File: config.mk
export PLATFORM = sky130hd
export DESIGN_NAME = trackball_counter_flat
export DESIGN_NICKNAME = d
export VERILOG_FILES = /design/src/rtl/trackball_counter_if.sv /design/src/rtl/trackball_counter.sv /design/src/flat_wrapper.sv
export SDC_FILE = /design/constraint.sdc
export NUM_CORES = 1
export LEC_CHECK = 0
export CELL_PAD_IN_SITES_DETAIL_PLACEMENT = 0
export CELL_PAD_IN_SITES_GLOBAL_PLACEMENT = 1
export CORE_ASPECT_RATIO = 1.75
export CORE_MARGIN = 2
export CORE_UTILIZATION = 46
export CTS_BUF_LIST = sky130_fd_sc_hd__clkbuf_16
export DETAILED_ROUTE_END_ITERATION = 8
export MAX_ROUTING_LAYER = met4
export PLACE_DENSITY_LB_ADDON = 0.1
export SETUP_SLACK_MARGIN = 0.3
export SYNTH_ARGS = -nofsm -noshare
export SYNTH_HDL_FRONTEND = slang
export SYNTH_SLANG_ARGS = --single-unit
export TNS_END_PERCENT = 20
File: constraint.sdc
create_clock -name clk -period 3.2 [get_ports clk]
set_clock_uncertainty 0.1 [all_clocks]
set_input_delay 0.32 -clock clk [delete_from_list [all_inputs] [get_ports clk]]
set_output_delay 0.32 -clock clk [all_outputs]
set_load 0.01 [all_outputs]
File: src/rtl/trackball_counter_if.sv
// CPU-side register port of the trackball counter: read/clear strobes in, read data and movement flag out.
interface trackball_counter_if #(
    parameter int CNT_W = 8
);
    logic             cpu_rd;
    logic             cpu_addr;
    logic             cpu_clr;
    logic [CNT_W-1:0] cpu_dout;
    logic             moved;

    modport master (
        output cpu_rd,
        output cpu_addr,
        output cpu_clr,
        input  cpu_dout,
        input  moved
    );

    modport slave (
        input  cpu_rd,
        input  cpu_addr,
        input  cpu_clr,
        output cpu_dout,
        output moved
    );
endinterface

File: src/rtl/trackball_counter.sv
// Trackball position accumulator: synchronises and deglitches the h/v step streams, counts every step
// toggle into wrapping X/Y counters and offers the CPU a coherent X/Y snapshot read.
module trackball_counter #(
    parameter int CNT_W       = 8,
    parameter int SYNC_STAGES = 2,
    parameter int FILTER_LEN  = 4
) (
    input  logic                clk,
    input  logic                reset_n,
    input  logic                flip,
    input  logic                h_clk,
    input  logic                h_dir,
    input  logic                v_clk,
    input  logic                v_dir,
    trackball_counter_if.slave  bus
);

    localparam int NIN = 4;

    logic [NIN-1:0] raw_in;
    logic [NIN-1:0] sync_q [SYNC_STAGES];
    logic [NIN-1:0] synced;
    logic [NIN-1:0] filt;
    logic [1:0]     filt_prev;

    logic             h_evt, v_evt, h_down, v_down, any_evt;
    logic             rd_x, rd_y;
    logic [CNT_W-1:0] x_cnt, y_cnt, x_step, y_step;
    logic [CNT_W-1:0] snap_y;
    logic [CNT_W-1:0] dout_q;
    logic             moved_q;

    // Bit order: 0 = h_clk, 1 = h_dir, 2 = v_clk, 3 = v_dir
    assign raw_in = {v_dir, v_clk, h_dir, h_clk};

    always_ff @(posedge clk or negedge reset_n) begin
        if (!reset_n) begin
            for (int i = 0; i < SYNC_STAGES; i++) begin
                sync_q[i] <= '0;
            end
        end else begin
            sync_q[0] <= raw_in;
            for (int i = 1; i < SYNC_STAGES; i++) begin
                sync_q[i] <= sync_q[i-1];
            end
        end
    end

    assign synced = sync_q[SYNC_STAGES-1];

    // Each filter accepts a new level on the FILTER_LEN-th consecutive disagreeing cycle.
    generate
        if (FILTER_LEN == 0) begin : g_nofilt
            assign filt = synced;
        end else begin : g_filt
            localparam int FW = (FILTER_LEN > 1) ? $clog2(FILTER_LEN) : 1;
            for (genvar g = 0; g < NIN; g++) begin : g_bit
                logic [FW-1:0] run_cnt;
                logic          filt_bit;

                always_ff @(posedge clk or negedge reset_n) begin
                    if (!reset_n) begin
                        run_cnt  <= '0;
                        filt_bit <= 1'b0;
                    end else if (synced[g] == filt_bit) begin
                        run_cnt  <= '0;
                    end else if (run_cnt == FW'(FILTER_LEN - 1)) begin
                        run_cnt  <= '0;
                        filt_bit <= synced[g];
                    end else begin
                        run_cnt  <= run_cnt + 1'b1;
                    end
                end

                assign filt[g] = filt_bit;
            end
        end
    endgenerate

    assign h_evt   = filt[0] ^ filt_prev[0];
    assign v_evt   = filt[2] ^ filt_prev[1];
    assign h_down  = filt[1] ^ flip;
    assign v_down  = filt[3] ^ flip;
    assign any_evt = h_evt | v_evt;

    assign x_step = h_down ? (x_cnt - CNT_W'(1)) : (x_cnt + CNT_W'(1));
    assign y_step = v_down ? (y_cnt - CNT_W'(1)) : (y_cnt + CNT_W'(1));

    assign rd_x = bus.cpu_rd & ~bus.cpu_addr;
    assign rd_y = bus.cpu_rd &  bus.cpu_addr;

    // The X snapshot is cpu_dout itself: an X read loads the live X there and it holds until the next read.
    // Reads and snapshots always see pre-event counter values; clear overrides everything in its cycle.
    always_ff @(posedge clk or negedge reset_n) begin
        if (!reset_n) begin
            filt_prev <= '0;
            x_cnt     <= '0;
            y_cnt     <= '0;
            snap_y    <= '0;
            dout_q    <= '0;
            moved_q   <= 1'b0;
        end else begin
            filt_prev <= {filt[2], filt[0]};
            if (bus.cpu_clr) begin
                x_cnt   <= '0;
                y_cnt   <= '0;
                snap_y  <= '0;
                moved_q <= 1'b0;
                if (bus.cpu_rd) begin
                    dout_q <= '0;
                end
            end else begin
                if (h_evt) begin
                    x_cnt <= x_step;
                end
                if (v_evt) begin
                    y_cnt <= y_step;
                end
                if (rd_x) begin
                    snap_y  <= y_cnt;
                    dout_q  <= x_cnt;
                    moved_q <= any_evt;
                end else if (any_evt) begin
                    moved_q <= 1'b1;
                end
                if (rd_y) begin
                    dout_q <= snap_y;
                end
            end
        end
    end

    assign bus.cpu_dout = dout_q;
    assign bus.moved    = moved_q;

endmodule

File: src/flat_wrapper.sv
// flat-port wrapper written by rule: the top's interface ports become plain ports
module trackball_counter_flat 
#(
    parameter int CNT_W       = 8,
    parameter int SYNC_STAGES = 2,
    parameter int FILTER_LEN  = 4
)
  (clk, reset_n, flip, h_clk, h_dir, v_clk, v_dir, bus_cpu_rd, bus_cpu_addr, bus_cpu_clr, bus_cpu_dout, bus_moved);
  trackball_counter_if #(.CNT_W(CNT_W)) bus_i ();
  input  logic clk;
  input  logic reset_n;
  input  logic flip;
  input  logic h_clk;
  input  logic h_dir;
  input  logic v_clk;
  input  logic v_dir;
  input wire logic [$bits(bus_i.cpu_rd)-1:0] bus_cpu_rd;
  input wire logic [$bits(bus_i.cpu_addr)-1:0] bus_cpu_addr;
  input wire logic [$bits(bus_i.cpu_clr)-1:0] bus_cpu_clr;
  output wire logic [$bits(bus_i.cpu_dout)-1:0] bus_cpu_dout;
  output wire logic [$bits(bus_i.moved)-1:0] bus_moved;
  assign bus_i.cpu_rd = bus_cpu_rd;
  assign bus_i.cpu_addr = bus_cpu_addr;
  assign bus_i.cpu_clr = bus_cpu_clr;
  assign bus_cpu_dout = bus_i.cpu_dout;
  assign bus_moved = bus_i.moved;
  trackball_counter #(.CNT_W(CNT_W), .SYNC_STAGES(SYNC_STAGES), .FILTER_LEN(FILTER_LEN)) u_core (.clk(clk), .reset_n(reset_n), .flip(flip), .h_clk(h_clk), .h_dir(h_dir), .v_clk(v_clk), .v_dir(v_dir), .bus(bus_i));
endmodule
==> metrics <==
post-layout util 54.9%; DRT antenna net count 0; Sink Count 55; min Tclk post-route 2.51 ns; GRT overflow 0; P_sw 1120 uW; ys flop type dfrtp_1; DR DRC count 0; CTS tree built; row count 37; setup ws final 0.692 ns; Hold WS 0.0570 ns; Detail Placement HPWL 4000 um; Die X 62.5 um; Wirelength per Cell 15.0 um; io pins 19; WP data arrival 2.58 ns; RSZ-0062 raised after global routing no; wirelength, routed 5460 um; Area growth, synth to finish 16.0%; total of fill cells in the finished design 552; Fin Setup TNS 0 ns; layout cells sized above 1 9.41%; worst slack, placed 0.363 ns; register area share after synthesis 49.9%; routability-driven placement congestion ratio 0.843; die height 106 um; Post-CTS Resized 0; Crit. End Element register; FF-to-FF path depth 8; hold_buf cts 0; largest net degree at the start of global routing 42; initial core utilization 47.3%; combinational power share 46.2%; Die Area 6660 um^2; first-pass GRT wire length 9350 um; PwrDens 908 nW/um^2; GRT Overall Usage 18.3%; Yosys warnings 0; buffers inserted by post-CTS timing repair 0; Worst-Skew Late Latency 0.29 ns; Multi-input gate area 1280 um^2; Inserted Diodes 0; Clock power frac 18.7%; Mapped Nets 290; Max VDD drop 0.411 mV; Crit Reg-Reg Startpoint u_core.g_filt.g_bit[3].filt_bit; FMAX 399 MHz; Post-Syn Area 2760 um^2; R2R Setup Slk 0.79 ns; Yosys cell types 45; Via Count 1,948; Post-Place Cell Area 3050 um^2; P_leak 0.00143 uW; Nets 314; total CTS buffers 5; root buffer cell clkbuf_16; 1st-pass router iterations 4; worst-path maximum fanout 8; MaxCap Viol Count 0; core area 5830 um^2; CP startpoint kind input port; Post-synth EDFFs 0; initial DRC count 61; CP Class in2reg; Int Pwr 1780 uW; Sequential Area 1380 um^2; vias in the first global route 1,970; via/cell ratio 5.34; Yosys reg bits 55; Max Slew Vio Count 0; Clock Pin Slew Worst Setup and Hold Paths 0.07 ns; port bufs 18; r2r endpoint u_core.y_cnt[7]; CP required 3.28 ns; Slew headroom 39.1%; Hold WC Path Type in2async; switch share 38.6%; final hold violation count 0; status completed; worst-case clock buffer depth 2; CTS HTree Levels 2; Final setup viols 0; period utilization 78.4%; crit path from flip; synthesized area per cell 10.5 um^2; FFs w/ async S/R, synth 100%; Reg power frac 35.1%; initial antenna violation count 0; Worst-Margin Slew 0.913 ns; Finished Cell Area 3200 um^2; Syn Inst Count 262
-- Yosys cell counts, types with 2 or more instances --
master	instances	area, um^2
nor2b_1	10	62.6
a211oi_1	2	15.0
a211oi_2	3	37.5
inv_1	16	60.1
a31oi_1	2	12.5
xnor2_1	7	61.3
o211ai_1	4	30.0
o21ai_1	2	10.0
ha_1	16	200
a21oi_1	20	100
buf_2	4	20.0
o21a_1	3	22.5
mux2_2	4	45.0
nor3_1	9	45.0
dfrtp_1	55	1380
clkbuf_1	5	18.8
nand2_1	27	101
o21bai_1	3	22.5
and3_1	2	12.5
nor4b_1	3	26.3
nand3_1	3	15.0
nor2_1	17	63.8
mux2_1	2	22.5
o22ai_1	8	50.1
o21ai_0	3	15.0
mux2i_1	10	100
xor2_1	3	26.3
fa_1	2	40.0
-- final cells by class --
cell class              instances  share of cell area, %
inverters                      16                   1.88
clock inverters                 3                  0.704
multi-input cells             182                   40.1
well taps                      78                   3.05
flip-flops and latches         55                   43.0
clock buffers                   5                   3.91
repair buffers                 26                   7.35
-- power groups by stage --
stage	Sequential, uW	Clock (uW)	Combinational (uW)
2_1_floorplan	992	0	1030
3_3_place_gp	1030	0	1330
3_5_place_dp	1040	0	1350
5_1_grt	1040	588	1510
6_report	1020	543	1340
4_1_cts	1020	565	1360
-- metrics by stage --
| step | instances | total power, uW |
|---|---|---|
| after global routing | 365 | 3140 |
| final | 365 | 2910 |
| after floorplan | 262 | 2020 |
| after global placement | 357 | 2360 |
| after CTS | 365 | 2940 |
| after detailed placement | 357 | 2390 |
-- routing by layer --
metal / routed length, um / global-route usage [%] / part of all wire (%)
met5: 0 / - / 0
met4: 69 / 6.03 / 1.3
met3: 102 / 2.01 / 1.9
met2: 2940 / 32.6 / 54
met1: 2350 / 21.5 / 43
-- logic make-up after synthesis --
logic type / Yosys count / share of synthesized area, %
and+or+nand+nor: 79 / 13.9
DFF: 55 / 49.9
adders and majority gates: 18 / 8.71
xor gates and xnor gates: 11 / 3.76
AOI/OAI and AO/OA: 58 / 14.1
buffers and inverters: 25 / 3.58
muxes: 16 / 6.08
-- how the worst max path moves through the flow --
stage / endpoint / depth (start not counted)
after floorplan: u_core.y_cnt[7] / 7
after global placement: u_core.y_cnt[7] / 9
after detailed placement: u_core.y_cnt[7] / 9
after CTS: u_core.y_cnt[7] / 9
after global routing: u_core.y_cnt[7] / 9
final: u_core.y_cnt[7] / 9
-- cells in the final DEF, fill, tap and decap left out, types with 9 or more instances in the layout --
cell type | netlist | layout
nor3_1 | 9 | 9
nor2_1 | 17 | 17
mux2i_1 | 10 | 10
clkdlybuf4s50_1 | 0 | 17
ha_1 | 16 | 16
inv_1 | 16 | 16
nand2_1 | 27 | 27
dfrtp_1 | 55 | 55
nor2b_1 | 10 | 10
a21oi_1 | 20 | 20
-- sequential cells by signal (all words and copies together), names as in the netlist --
register,count
u_core.sync_q,4
u_core.y_cnt,8
u_core.g_filt.g_bit.filt_bit,4
u_core.bus.moved,1
u_core.snap_y,8
u_core.filt_prev,2
u_core.g_filt.g_bit.run_cnt,8
u_core.x_cnt,8
u_core.synced,4
u_core.bus.cpu_dout,8
-- critical path, cell delays in order --
cell and delay (ns):
clkdlybuf4s50_1 0.45, xor2_1 0.17, buf_4 0.17, ha_1 0.31, o21ai_0 0.25, nor2_1 0.10, a221oi_2 0.24, mux2i_1 0.23
mux2_1 0.33
No activity file was read; power rests on OpenSTA's default activity.
